===== config.mk =====
export PLATFORM = sky130hd
export DESIGN_NAME = br_recov_ctl_flat
export DESIGN_NICKNAME = d
export VERILOG_FILES = /design/src/rtl/br_recov_ctl_pkg.sv /design/src/rtl/br_recov_ctl_if.sv /design/src/rtl/br_recov_ctl_oldest_sel.sv /design/src/rtl/br_recov_ctl.sv /design/src/flat_wrapper.sv
export SDC_FILE = /design/constraint.sdc
export NUM_CORES = 1
export LEC_CHECK = 0
export ABC_AREA = 1
export BUFFER_PORTS_ARGS = -buffer_cell sky130_fd_sc_hd__buf_2
export CAP_MARGIN = 0
export CORE_ASPECT_RATIO = 0.7
export CORE_UTILIZATION = 48
export CTS_CLUSTER_SIZE = 14
export DETAILED_ROUTE_END_ITERATION = 8
export GPL_ROUTABILITY_DRIVEN = 0
export PLACE_DENSITY_LB_ADDON = 0.25
export SETUP_SLACK_MARGIN = 0.4
export SYNTH_ARGS = -nofsm -noshare
export SYNTH_HDL_FRONTEND = slang
export SYNTH_SLANG_ARGS = --single-unit

===== constraint.sdc =====
create_clock -name clk -period 6.1 [get_ports clk]
set_input_delay 1.525 -clock clk [delete_from_list [all_inputs] [get_ports clk]]
set_output_delay 1.525 -clock clk [all_outputs]
set_load 0.03 [all_outputs]

===== src/rtl/br_recov_ctl_pkg.sv =====
// Shared branch-recovery types: ROB id, physical/ROM address widths, the
// mispredict packet, the recovery FSM state enum and the ROB age compare.
package br_recov_ctl_pkg;

  localparam int unsigned ROB_ID_W   = 6;
  localparam int unsigned PADDR_W    = 32;
  localparam int unsigned ROM_ADDR_W = 12;

  typedef logic [ROB_ID_W-1:0]   t_rob_id;
  typedef logic [PADDR_W-1:0]    t_paddr;
  typedef logic [ROM_ADDR_W-1:0] t_rom_addr;

  typedef struct packed {
    logic    valid;
    t_paddr  target_addr;
    t_rob_id robid;
    logic    ucbr;
  } t_br_mispred_pkt;

  typedef enum logic [1:0] {
    BR_RECOV_IDLE,
    BR_RECOV_FLUSH,
    BR_RECOV_REDIRECT
  } t_br_recov_state;

  // True when a is strictly older than b; ages are distances from the ROB
  // head taken modulo the robid width, so wrap-around is handled naturally.
  function automatic logic rob_age_lt(t_rob_id a, t_rob_id b, t_rob_id head);
    t_rob_id age_a;
    t_rob_id age_b;
    age_a = a - head;
    age_b = b - head;
    return age_a < age_b;
  endfunction

endpackage


===== src/rtl/br_recov_ctl_if.sv =====
// Branch-recovery bus: mispredict ports and ROB head in, flush pulse and
// front-end / microcode-sequencer redirect handshakes out.
// master: the recovery controller side; slave: branch units, ROB and consumers.
interface br_recov_ctl_if #(
  parameter int unsigned NUM_BR = 2
);
  import br_recov_ctl_pkg::*;

  t_br_mispred_pkt br_mispred_ex0 [NUM_BR];
  t_rob_id         rob_head_robid;
  logic            flush_valid;
  t_rob_id         flush_robid;
  logic            fe_redirect_valid;
  t_paddr          fe_redirect_addr;
  logic            fe_redirect_rdy;
  logic            us_redirect_valid;
  t_rom_addr       us_redirect_addr;
  logic            us_redirect_rdy;

  modport master (
    input  br_mispred_ex0, rob_head_robid, fe_redirect_rdy, us_redirect_rdy,
    output flush_valid, flush_robid, fe_redirect_valid, fe_redirect_addr,
           us_redirect_valid, us_redirect_addr
  );

  modport slave (
    output br_mispred_ex0, rob_head_robid, fe_redirect_rdy, us_redirect_rdy,
    input  flush_valid, flush_robid, fe_redirect_valid, fe_redirect_addr,
           us_redirect_valid, us_redirect_addr
  );

endinterface


===== src/rtl/br_recov_ctl_oldest_sel.sv =====
// br_oldest_sel: combinational NUM_BR-way oldest-mispredict select.
// Ports: pkts (mispredict packets), head (ROB head robid) in;
//        sel_idx (winning port), sel_pkt (winning packet), sel_valid (any valid) out.
// Ties on age go to the lower port index.
module br_oldest_sel
  import br_recov_ctl_pkg::*;
#(
  parameter int unsigned NUM_BR = 2,
  parameter int unsigned IDX_W  = (NUM_BR > 1) ? $clog2(NUM_BR) : 1
) (
  input  t_br_mispred_pkt  pkts [NUM_BR],
  input  t_rob_id          head,
  output logic [IDX_W-1:0] sel_idx,
  output t_br_mispred_pkt  sel_pkt,
  output logic             sel_valid
);

  always_comb begin
    sel_idx   = '0;
    sel_pkt   = '0;
    sel_valid = 1'b0;
    for (int unsigned i = 0; i < NUM_BR; i++) begin
      // strict compare keeps the earlier (lower-index) winner on a tie
      if (pkts[i].valid && (!sel_valid || rob_age_lt(pkts[i].robid, sel_pkt.robid, head))) begin
        sel_valid = 1'b1;
        sel_idx   = IDX_W'(i);
        sel_pkt   = pkts[i];
      end
    end
  end

endmodule


===== src/rtl/br_recov_ctl.sv =====
// br_recov_ctl: branch-recovery controller. Picks the oldest same-cycle
// mispredict, pulses a machine flush, then redirects fetch or the microcode
// sequencer. Older mispredicts pre-empt an in-flight recovery; younger ones drop.
// Ports: clk, reset (sync, active high); bus (br_recov_ctl_if.master);
//        busy, mispred_cnt, ucbr_cnt (saturating capture counters).
module br_recov_ctl
  import br_recov_ctl_pkg::*;
#(
  parameter int unsigned NUM_BR = 2,
  parameter int unsigned CNT_W  = 32
) (
  input  logic             clk,
  input  logic             reset,
  br_recov_ctl_if.master   bus,
  output logic             busy,
  output logic [CNT_W-1:0] mispred_cnt,
  output logic [CNT_W-1:0] ucbr_cnt
);

  localparam int unsigned IDX_W = (NUM_BR > 1) ? $clog2(NUM_BR) : 1;

  t_br_recov_state  state, state_next;
  t_rob_id          cap_robid;
  t_paddr           cap_target;
  logic             cap_ucbr;

  logic [IDX_W-1:0] sel_idx;
  t_br_mispred_pkt  sel_pkt;
  logic             sel_valid;
  logic             sel_older;
  logic             load;
  logic             handshake;
  logic             unused_sel;

  br_oldest_sel #(.NUM_BR(NUM_BR)) u_sel (
    .pkts      (bus.br_mispred_ex0),
    .head      (bus.rob_head_robid),
    .sel_idx   (sel_idx),
    .sel_pkt   (sel_pkt),
    .sel_valid (sel_valid)
  );

  assign unused_sel = ^{sel_pkt.valid, sel_idx};
  assign sel_older  = sel_valid && rob_age_lt(sel_pkt.robid, cap_robid, bus.rob_head_robid);
  assign handshake  = (state == BR_RECOV_REDIRECT) &&
                      (cap_ucbr ? bus.us_redirect_rdy : bus.fe_redirect_rdy);

  always_comb begin
    state_next = state;
    load       = 1'b0;
    unique case (state)
      BR_RECOV_IDLE: begin
        if (sel_valid) begin
          load       = 1'b1;
          state_next = BR_RECOV_FLUSH;
        end
      end
      BR_RECOV_FLUSH: begin
        load       = sel_older;
        state_next = sel_older ? BR_RECOV_FLUSH : BR_RECOV_REDIRECT;
      end
      BR_RECOV_REDIRECT: begin
        // an older mispredict wins over a same-cycle handshake
        if (sel_older) begin
          load       = 1'b1;
          state_next = BR_RECOV_FLUSH;
        end else if (handshake) begin
          state_next = BR_RECOV_IDLE;
        end
      end
      default: state_next = BR_RECOV_IDLE;
    endcase
  end

  always_ff @(posedge clk) begin
    if (reset) begin
      state       <= BR_RECOV_IDLE;
      cap_robid   <= '0;
      cap_target  <= '0;
      cap_ucbr    <= 1'b0;
      mispred_cnt <= '0;
      ucbr_cnt    <= '0;
    end else begin
      state <= state_next;
      if (load) begin
        cap_robid  <= sel_pkt.robid;
        cap_target <= sel_pkt.target_addr;
        cap_ucbr   <= sel_pkt.ucbr;
        if (mispred_cnt != '1) mispred_cnt <= mispred_cnt + CNT_W'(1);
        if (sel_pkt.ucbr && (ucbr_cnt != '1)) ucbr_cnt <= ucbr_cnt + CNT_W'(1);
      end
    end
  end

  assign busy                  = (state != BR_RECOV_IDLE);
  assign bus.flush_valid       = (state == BR_RECOV_FLUSH);
  assign bus.flush_robid       = cap_robid;
  assign bus.fe_redirect_valid = (state == BR_RECOV_REDIRECT) && !cap_ucbr;
  assign bus.us_redirect_valid = (state == BR_RECOV_REDIRECT) && cap_ucbr;
  assign bus.fe_redirect_addr  = cap_target;
  assign bus.us_redirect_addr  = cap_target[ROM_ADDR_W-1:0];

`ifdef SIMULATION
  always_ff @(posedge clk) begin
    if (!reset && load)
      $display("UINFO br_recov_ctl: %s robid=%0d port=%0d tgt=%h ucbr=%0b",
               (state == BR_RECOV_IDLE) ? "capture" : "preempt",
               sel_pkt.robid, sel_idx, sel_pkt.target_addr, sel_pkt.ucbr);
    if (!reset && handshake && !sel_older)
      $display("UINFO br_recov_ctl: redirect handshake robid=%0d ucbr=%0b", cap_robid, cap_ucbr);
  end
`endif

`ifdef ASSERT
  // The captured entry's distance from the ROB head may only shrink while
  // it is held; growth means the head moved past it.
  t_rob_id last_age;
  logic    last_hold;
  always_ff @(posedge clk) begin
    if (reset) begin
      last_age  <= '0;
      last_hold <= 1'b0;
    end else begin
      if (busy && last_hold)
        assert (t_rob_id'(cap_robid - bus.rob_head_robid) <= last_age)
          else $error("br_recov_ctl: rob head passed captured robid %0d", cap_robid);
      last_age  <= cap_robid - bus.rob_head_robid;
      last_hold <= busy && !load && (state_next != BR_RECOV_IDLE);
    end
  end
`endif

endmodule

===== src/flat_wrapper.sv =====
// flat-port wrapper written by rule: the top's interface ports become plain ports
module br_recov_ctl_flat import br_recov_ctl_pkg::*;
#(
  parameter int unsigned NUM_BR = 2,
  parameter int unsigned CNT_W  = 32
)
  (clk, reset, busy, mispred_cnt, ucbr_cnt, bus_br_mispred_ex0, bus_rob_head_robid, bus_fe_redirect_rdy, bus_us_redirect_rdy, bus_flush_valid, bus_flush_robid, bus_fe_redirect_valid, bus_fe_redirect_addr, bus_us_redirect_valid, bus_us_redirect_addr);
  br_recov_ctl_if #(.NUM_BR(NUM_BR)) bus_i ();
  input  logic clk;
  input  logic reset;
  output logic busy;
  output logic [CNT_W-1:0] mispred_cnt;
  output logic [CNT_W-1:0] ucbr_cnt;
  input wire logic [$bits(bus_i.br_mispred_ex0)-1:0] bus_br_mispred_ex0;
  input wire logic [$bits(bus_i.rob_head_robid)-1:0] bus_rob_head_robid;
  input wire logic [$bits(bus_i.fe_redirect_rdy)-1:0] bus_fe_redirect_rdy;
  input wire logic [$bits(bus_i.us_redirect_rdy)-1:0] bus_us_redirect_rdy;
  output wire logic [$bits(bus_i.flush_valid)-1:0] bus_flush_valid;
  output wire logic [$bits(bus_i.flush_robid)-1:0] bus_flush_robid;
  output wire logic [$bits(bus_i.fe_redirect_valid)-1:0] bus_fe_redirect_valid;
  output wire logic [$bits(bus_i.fe_redirect_addr)-1:0] bus_fe_redirect_addr;
  output wire logic [$bits(bus_i.us_redirect_valid)-1:0] bus_us_redirect_valid;
  output wire logic [$bits(bus_i.us_redirect_addr)-1:0] bus_us_redirect_addr;
  assign bus_i.br_mispred_ex0 = {>>{bus_br_mispred_ex0}};
  assign bus_i.rob_head_robid = bus_rob_head_robid;
  assign bus_i.fe_redirect_rdy = bus_fe_redirect_rdy;
  assign bus_i.us_redirect_rdy = bus_us_redirect_rdy;
  assign bus_flush_valid = bus_i.flush_valid;
  assign bus_flush_robid = bus_i.flush_robid;
  assign bus_fe_redirect_valid = bus_i.fe_redirect_valid;
  assign bus_fe_redirect_addr = bus_i.fe_redirect_addr;
  assign bus_us_redirect_valid = bus_i.us_redirect_valid;
  assign bus_us_redirect_addr = bus_i.us_redirect_addr;
  br_recov_ctl #(.NUM_BR(NUM_BR), .CNT_W(CNT_W)) u_core (.clk(clk), .reset(reset), .bus(bus_i), .busy(busy), .mispred_cnt(mispred_cnt), .ucbr_cnt(ucbr_cnt));
endmodule

Word-level counts from Yosys, hierarchy flattened

Index checks and enable logic that the tools add are counted.

Register bits after elaboration: 105
Bits of input ports: 90
Output and inout bits: 118

Add/subtract/negate cells: 6
Magnitude comparators: 2
Equality and inequality tests: 6
Multiplexer cells: 13
Reductions and logical operators: 14

Operators by type and width:

| kind                                                            | number |
|---|---|
| 39-bit two-way mux                                              | 2 |
| 32-bit by 1-bit adder with 32-bit output, second input constant | 2 |
| 32-bit != test, second input constant                           | 2 |
| 6-bit subtractor                                                | 4 |
| 6-bit < comparator                                              | 2 |
| 2-bit two-way mux                                               | 4 |
| 1-bit logical AND                                               | 6 |
| 2-bit one-hot mux with 3 select lines                           | 1 |
| 2-bit AND reduction                                             | 3 |
| 1-bit two-way mux                                               | 5 |
| 3-bit by 1-bit != test with 1-bit output, second input constant | 1 |
| 1-bit one-hot mux with 3 select lines                           | 1 |
| 2-bit by 1-bit == test with 1-bit output, second input constant | 1 |
| 2-bit == test, second input constant                            | 1 |
| 1-bit logical NOT                                               | 2 |
| 2-bit logical NOT                                               | 1 |
| 2-bit by 1-bit != test with 1-bit output, second input constant | 1 |
| 2-bit nonzero test                                              | 1 |
| 1-bit logical OR                                                | 1 |

Logic depth before layout (Yosys ltp)

Gate-level depths: netlist of run 1.

Word-level depth: 12
Mapped depth: 42
Depth with buffers taken out: 39

Cells and area by module

From an unflattened synthesis of run 1, not the netlist that was laid out.

Cells, all modules: 1,302
Area, all modules: 8,192.9 um^2

By module, submodules not included:

| module        | times used | cells each | area each (um^2) | sequential area each (um^2) |
|---|---|---|---|---|
| br_recov_ctl  | 1          | 1,011      | 6,379.9          | 2,102.0 |
| br_oldest_sel | 1          | 291        | 1,813.0          | 0.0 |

Worst setup path before layout of run 1

No wires, ideal clock.

Path type: input to register
From: input bus_br_mispred_ex0[79]
To: register u_core.cap_target[10], in the netlist u_core.bus.fe_redirect_addr[10]
Library setup time: 125 ps
Data arrival time: 6,352 ps
Data required time: 5,975 ps
Path slack: -377 ps
Stages: 38
Path buffers: 5
Path through: clkbuf_1 nand2_1 inv_1 ha_1 nand2_1 o21bai_1 nand3_1 nand2_1 a21oi_1 xnor2_1 ha_1 nand2_1 inv_1 a21oi_1 nand2_1 nand2_1 nand2_1 buf_2 (+2 left out) ha_1 a21oi_1 nand2_1 nand2_1 nand2_1 a21oi_1 xor2_1 xnor2_1 ha_1 nand2_1 nand3_1 nor2_1 nand3_1 a21oi_4 buf_6 buf_4 buf_2 a31oi_1

RTL lines:

| what                 | line               | source |
|---|---|---|
| from (decl)          | flat_wrapper.sv:14 | `input wire logic [$bits(bus_i.br_mispred_ex0)-1:0] bus_br_mispred_ex0;` |
| to (signal assigned) | br_recov_ctl.sv:87 | `cap_target <= sel_pkt.target_addr;` |
| to (decl)            | br_recov_ctl.sv:24 | `t_paddr cap_target;` |

Final worst setup path of run 1

From: input bus_br_mispred_ex0[42]
To: register u_core.cap_robid[0], in the netlist u_core.bus.flush_robid[0]

Longest elaborated chain between the ends: 11
Elaborated cells on any way between the ends: 13
Classes of those cells: add/sub (2); order compare (2); mux (6); reduce/logical (3)

Ends and longest elaborated chain:

| what                                  | line                          | source |
|---|---|---|
| 39-bit two-way mux *                  | br_recov_ctl_oldest_sel.sv:24 | `if (pkts[i].valid && (!sel_valid \|\| rob_age_lt(pkts[i].robid, sel_pkt.robid, head))) begin` |
| 6-bit subtractor                      | br_recov_ctl_pkg.sv:32        | `age_b = b - head;` |
| 6-bit < comparator                    | br_recov_ctl_pkg.sv:33        | `return age_a < age_b;` |
| 1-bit logical OR                      | br_recov_ctl_oldest_sel.sv:24 |  |
| 1-bit logical AND                     | br_recov_ctl_oldest_sel.sv:24 |  |
| 39-bit two-way mux                    | br_recov_ctl_oldest_sel.sv:24 |  |
| 6-bit subtractor                      | br_recov_ctl_pkg.sv:31        | `age_a = a - head;` |
| 6-bit < comparator                    | br_recov_ctl_pkg.sv:33        |  |
| 1-bit logical AND                     | br_recov_ctl.sv:44            | `assign sel_older = sel_valid && rob_age_lt(sel_pkt.robid, cap_robid, bus.rob_head_robid);` |
| 1-bit two-way mux                     | br_recov_ctl.sv:64            | `if (sel_older) begin` |
| 1-bit one-hot mux with 3 select lines | br_recov_ctl.sv:51            | `unique case (state)` |
| to (signal assigned)                  | br_recov_ctl.sv:86            | `cap_robid <= sel_pkt.robid;` |
| to (decl)                             | br_recov_ctl.sv:23            | `t_rob_id cap_robid;` |

Mark *: on every way between the ends. The rest lies on a longest branch, timed or not.
A chain may end at the register's enable or synchronous reset.

==> results of run 1 <==
-- critical path: cells and delay by family --
family	cells	cell delay [ns]
buffers and inverters	24	2.84
and+or+nand+nor	9	0.84
adders and majority gates	2	0.41
xor gates and xnor gates	1	0.18
AOI/OAI and AO/OA	4	0.70
-- per-stage QoR --
step / hold slack [ns] / TNS [ns] / total power, uW
6_report: 0.498 / -7.14 / 4520
5_1_grt: 0.524 / -32.94 / 4740
4_1_cts: 0.501 / 0 / 3980
3_5_place_dp: 0.481 / -34.42 / 2580
3_3_place_gp: 0.474 / -21.37 / 2560
2_1_floorplan: 0.472 / -4.69 / 2190
-- cell type report --
cell class | instances | area, um2 | area share [%]
multi-input combinational | 829 | 5010 | 47.6
timing repair buffer | 319 | 2340 | 22.2
sequential | 105 | 2100 | 20.0
inverter | 119 | 465 | 4.42
tap | 195 | 244 | 2.32
clock buffer | 9 | 225 | 2.14
clock inverter | 7 | 108 | 1.02
timing repair inverter | 2 | 32.5 | 0.309
-- registers in the layout, indices dropped and copies added, names as in the netlist --
name and flops:
u_core.bus.fe_redirect_addr 32, u_core.bus.flush_robid 6, u_core.cap_ucbr 1, u_core.mispred_cnt 32
u_core.state 2, u_core.ucbr_cnt 32
-- synthesized netlist by cell type (5+ instances only) --
| library cell | count |
|---|---|
| buf_6 | 5 |
| nand3_1 | 105 |
| xnor2_1 | 13 |
| xor2_1 | 36 |
| ha_1 | 35 |
| nor3_1 | 21 |
| buf_4 | 17 |
| clkbuf_1 | 24 |
| o21ai_0 | 50 |
| nand4_1 | 32 |
| nand3b_1 | 5 |
| dfxtp_1 | 105 |
| nor2_1 | 133 |
| inv_1 | 116 |
| buf_2 | 14 |
| a31oi_1 | 32 |
| nand2_1 | 277 |
| a21oi_1 | 64 |
-- routing by layer --
| layer | GRT usage [%] | routed length (um) |
|---|---|---|
| met5 | 0 | 0 |
| met4 | 6.11 | 661 |
| met3 | 5.88 | 2070 |
| met2 | 46.0 | 11500 |
| met1 | 39.7 | 10500 |
-- worst paths after layout --
check                            startpoint                        end  slack, ns
setup / recovery     bus_br_mispred_ex0[42]  u_core.bus.flush_robid[0]      -0.15
hold / removal       u_core.mispred_cnt[30]     u_core.mispred_cnt[30]       0.50
setup reg to reg  u_core.bus.flush_robid[2]      u_core.mispred_cnt[6]       2.87
hold reg to reg      u_core.mispred_cnt[30]     u_core.mispred_cnt[30]       0.50
-- power groups by stage --
| stage | clock [uW] | sequential [uW] | combinational, uW |
|---|---|---|---|
| after floorplan | 0 | 1130 | 1070 |
| after global placement | 0 | 917 | 1640 |
| after detailed placement | 0 | 918 | 1660 |
| after CTS | 664 | 908 | 2410 |
| after global routing | 698 | 932 | 3110 |
| final | 655 | 916 | 2950 |
-- repair_timing --
action | 4_1_cts | 5_1_grt
gates cloned | 11 | 7
setup buffers | 33 | 7
resized for setup | 112 | 136
endpoints found under the setup margin | 102 | 105
pin swaps | 37 | 52
-- cells by family after synthesis --
kind of cell | Yosys count
XOR/XNOR | 49
buffers and inverters | 181
AO/OA/AOI/OAI | 157
flip-flops | 105
adder cells (fa/ha/maj) | 38
AND/OR/NAND/NOR | 585
==> metrics.txt, run 1 <==
fillers 1153; clock skew 0.0152 ns; H-Tree Level Count 3; R2R cell count 19; Clock power frac between 10 and 15%; synth top area cells dfxtp_1 29%, nand2_1 14%, nand3_1 7.3%; die height 105 um; worst-margin pin slew between 0.6 and 0.7 ns; clk slew on worst S/H paths 0.08 ns; GRT Total Usage 28.8%; Slowest cell on crit path o31ai_1; Sw Share between 40 and 50%; Setup crit end kind flop; Final Cycle Share 102%; Final #Nets 1513; row count 37; Synth Instances 1115; synth warn 0; HP Class flop to flop; post-synth top area share 29.2%; Antenna diodes 0; worst-path fanout max 7; Psw around 2000 uW; die width 148 um; Compound-Gate Fraction of Synth Area 11.9%; cell count of the worst hold path 2; Max clock buf depth 2; routed len/inst 15.6 um; via count 8648; Initial Utilization 49.1%; most common cell after layout, fill and taps aside nand2_1; Flop pwr share between 20% and 30%; CTS Sinks 105; max cap viols 0; Max Slew Vio Count 0; fin util 71.7%; Pwr Density roughly 430 nW/um2; synthesized net count 1243; Achievable Freq 160 MHz; initial DRC count 615; post-synth top area cell dfxtp_1; failing checks negative setup slack; hold_buf cts 0; Layout Cells excl Fill 1585; status complete, but fails checks; CP dominant cell by count buf_4; WP data required 6.37 ns; DRC 0; total CTS buffers 9; largest family of logic cells by synthesized area simple AND/OR/NAND/NOR gates; simple-gate portion of the synthesized area a little over a third; post-synthesis sequential area ratio 29.2%; global route total overflow 0; Primary FF master, synth dfxtp_1; vias per inst 5.46; first-pass GRT wire length 36800 um; combinational power share 65.2%; Leakage 0.00483 uW; Final min period 6.25 ns; die area 15500 um2; post-route setup slack -0.147 ns; Ports about 210; Unique masters post-synth 35; CTS tree built; Max transition margin 57.5%; Cell Area, Synth 7210 um2; area grow syn2layout 46.0%; largest net degree at the start of global routing 50; asr flop ratio synth 0%; final hold violation count 0; Final ANT Viol Nets 0; Synth Register Bits 105; dpl ws -0.439 ns; P_int 2500 uW; proportion of synthesized area in mux cells 0%; fin area 10500 um2; most frequent cells in the layout 224 x nand2_1, 203 x buf_2, 120 x nor2_1; Core ar. 14700 um2; adder-cell area share of the yosys netlist 6.91%; average cell area after synthesis around 6.5 um2; latest clock arrival within the worst-skew pair 0.35 ns; final setup violation count 96; Post-DP Area slightly below 9000 um2; hpwl dp 14600 um; CP Class input pin to flop; CP Launch Type input pin; EDFF count, synth 0; Peak supply drop 0.279 mV; TritonRoute pass-1 iters 7; IO buf count about 210; Placed Cells roughly 1500; vias in the first global route 7603; unrepaired setup endpoints after global routing yes; initial antenna violation count 0; max incr delay on CP 0.29 ns; clock root cell clkbuf_16; xor/xnor share of the synthesized area 5.95%; fraction of layout cells with a size suffix above 1 35.6%; DRT Wirelength 24700 um; Worst EP arrival 6.52 ns
(Power assumes the default switching activity.)
==> run 2: changes to the inputs <==
--- a/config.mk
+++ b/config.mk
@@ -9,12 +9,13 @@
 export BUFFER_PORTS_ARGS = -buffer_cell sky130_fd_sc_hd__buf_2
 export CAP_MARGIN = 0
 export CORE_ASPECT_RATIO = 0.7
-export CORE_UTILIZATION = 48
+export CORE_UTILIZATION = 49
 export CTS_CLUSTER_SIZE = 14
 export DETAILED_ROUTE_END_ITERATION = 8
 export GPL_ROUTABILITY_DRIVEN = 0
-export PLACE_DENSITY_LB_ADDON = 0.25
+export PLACE_DENSITY = 0.78
 export SETUP_SLACK_MARGIN = 0.4
 export SYNTH_ARGS = -nofsm -noshare
 export SYNTH_HDL_FRONTEND = slang
+export SYNTH_HIERARCHICAL = 1
 export SYNTH_SLANG_ARGS = --single-unit
==> metrics.txt, run 2 <==
initial antenna violation count 1 (+1); TritonRoute pass-1 iters 5 (-2); Clock power frac 16.5% (+2.0 points); most frequent cells in the layout 374 x nand2_1, 205 x buf_2, 205 x nor2_1; multi-input logic area 5550 um2 (+11%); H-Tree Level Count 3 (unchanged); Achievable Freq 175 MHz (+9.2%); fraction of layout cells with a size suffix above 1 27.2% (-8.4 points); Psw 1690 uW (-16%); status completed; Leakage 0.00502 uW (+3.9%); clock skew 0.00923 ns (-0.00596 ns); die height 110 um (+5.3%); synthesized net count 1430 (+15%); die area 17200 um2 (+11%); vias in the first global route 7871 (+3.5%); CP Launch Type input pin; DRT Wirelength 24400 um (-1.1%); largest net degree at the start of global routing 52 (+4.0%); vias per inst 5.18 (-5.0%); unrepaired setup endpoints after global routing yes; Synth Instances 1300 (+17%); final hold violation count 0 (unchanged); Core ar. 16300 um2 (+11%); CP Class input pin to flop; initial DRC count 606 (-1.5%); Max transition margin 34.6% (-23 points); total CTS buffers 9 (unchanged); Post-DP Area 9400 um2 (+8.6%); final setup violation count 0 (-100%); dpl ws -0.193 ns (+0.245 ns); hpwl dp 17200 um (+18%); worst-path fanout max 7 (unchanged); Max clock buf depth 2 (unchanged); Ports 208 (unchanged); Initial Utilization 50.2% (+1.1 points); storage element area 2100 um2 (unchanged); Final #Nets 1626 (+7.5%); Pwr Density 355 nW/um2 (-17%); clock root cell clkbuf_16; average cell area after synthesis 6.29 um2 (-2.6%); most common cell after layout, fill and taps aside nand2_1; Worst EP arrival 6.00 ns (-0.52 ns); Flop pwr share 23.9% (+3.6 points); global route total overflow 0 (unchanged); GRT Total Usage 27.0% (-1.7 points); Final min period 5.72 ns (-0.524 ns); hold_buf cts 0 (unchanged); WP data required 6.37 ns (about the same); IO buf count 207 (unchanged); setup tns final 0 ns (+7.14 ns); hold slack 0.478 ns (-0.0205 ns); worst-margin pin slew 0.975 ns (+0.337 ns); row count 39 (+5.4%); Slowest cell on crit path fa_2; fillers 1548 (+34%); R2R Setup Slk 2.99 ns (+0.12 ns); fin area 10300 um2 (-1.9%); cell count of the worst hold path 2 (unchanged); R2R cell count 17 (-2); max incr delay on CP 0.36 ns (+0.07 ns); max cap viols 0 (unchanged); WHS Endpoint u_core/bus.fe_redirect_addr[23]; area grow syn2layout 26.2%; die width 156 um (+5.4%); Peak supply drop 0.225 mV (-19%); post-route setup slack 0.377 ns (+0.524 ns); Antenna diodes 0 (unchanged); P_int 1970 uW (-21%); synth warn 6 (+6); CTS Sinks 105 (unchanged); Reg2Reg Launch Point u_core/bus.flush_robid[2]; via count 8949 (+3.5%); DRC 0 (unchanged); combinational power share 59.6% (-5.6 points); latest clock arrival within the worst-skew pair 0.34 ns (about the same); hold_sp u_core/bus.fe_redirect_addr[23]; first-pass GRT wire length 37600 um (+2.2%); Final ANT Viol Nets 0 (unchanged); FF-to-FF End u_core/mispred_cnt[0]; routed len/inst 14.1 um (-9.2%); Max Slew Vio Count 0 (unchanged); CTS tree built; Setup crit end kind flop; Sw Share 46.1% (+1.4 points); clk slew on worst S/H paths 0.07 ns (about the same); HP Class flop to flop; Final Cycle Share 93.8% (-8.6 points); Cell Area, Synth 8180 um2 (+14%)
-- run 2: worst max-delay path by stage --
stage | from | end | slack, ns | cells after the start
2_1_floorplan | bus_br_mispred_ex0[79] | u_core/mispred_cnt[28] | 0.41 | 34
4_1_cts | bus_br_mispred_ex0[79] | u_core/ucbr_cnt[24] | 0.40 | 36
3_5_place_dp | bus_br_mispred_ex0[79] | u_core/bus.flush_robid[0] | -0.19 | 35
6_report | bus_br_mispred_ex0[79] | u_core/mispred_cnt[0] | 0.38 | 34
3_3_place_gp | bus_br_mispred_ex0[79] | u_core/ucbr_cnt[17] | -0.04 | 35
5_1_grt | bus_br_mispred_ex0[79] | u_core/ucbr_cnt[16] | 0.17 | 34
-- run 2: power by group through the flow --
stage	clock [uW]	combinational, uW	sequential (uW)
2_1_floorplan	0	1140	1070
3_3_place_gp	0	1700	885
3_5_place_dp	0	1740	887
4_1_cts	616	1850	873
5_1_grt	648	2350	889
6_report	605	2180	875
-- run 2: layout make-up --
cell class                      count  area share [%]
Clock buffer                       11            2.35
Sequential cell                   105            20.4
Tap cell                          225            2.73
Inverter                          119            4.38
Clock inverter                      5           0.618
Timing Repair Buffer              251            15.7
Multi-Input combinational cell   1010            53.8
-- run 2: repair_timing --
action / CTS / global route
setup buffers: 4 / 10
resized for setup: 9 / 78
cloned: 1 / 6
pin swaps: 5 / 27
endpoints found under the setup margin: 103 / 105
endpoints found under the hold margin: 0 / 0
-- run 2: metrics by stage --
step	util (%)	total power [uW]	cells
3_5_place_dp	57.7	2630	1689
2_1_floorplan	-	2210	1300
5_1_grt	63.3	3890	1726
4_1_cts	60.2	3340	1710
3_3_place_gp	57.7	2590	1689
6_report	63.3	3660	1726
-- run 2: critical path, delay by kind of cell --
family / cells / cell delay (ns)
compound gates: 5 / 0.73
xor+xnor: 2 / 0.31
fa+ha+maj: 5 / 1.35
buf+inv: 6 / 0.66
simple gates: 16 / 1.42
-- run 2: per-layer routing --
| metal | up-vias | global-route usage, % | routed length (um) |
|---|---|---|---|
| li1 | 4501 | - | - |
| met1 | 4042 | 37.6 | 11500 |
| met2 | 372 | 43.9 | 10600 |
| met3 | 32 | 4.73 | 1970 |
| met4 | 2 | 5.46 | 354 |
| met5 | - | 0 | 8 |
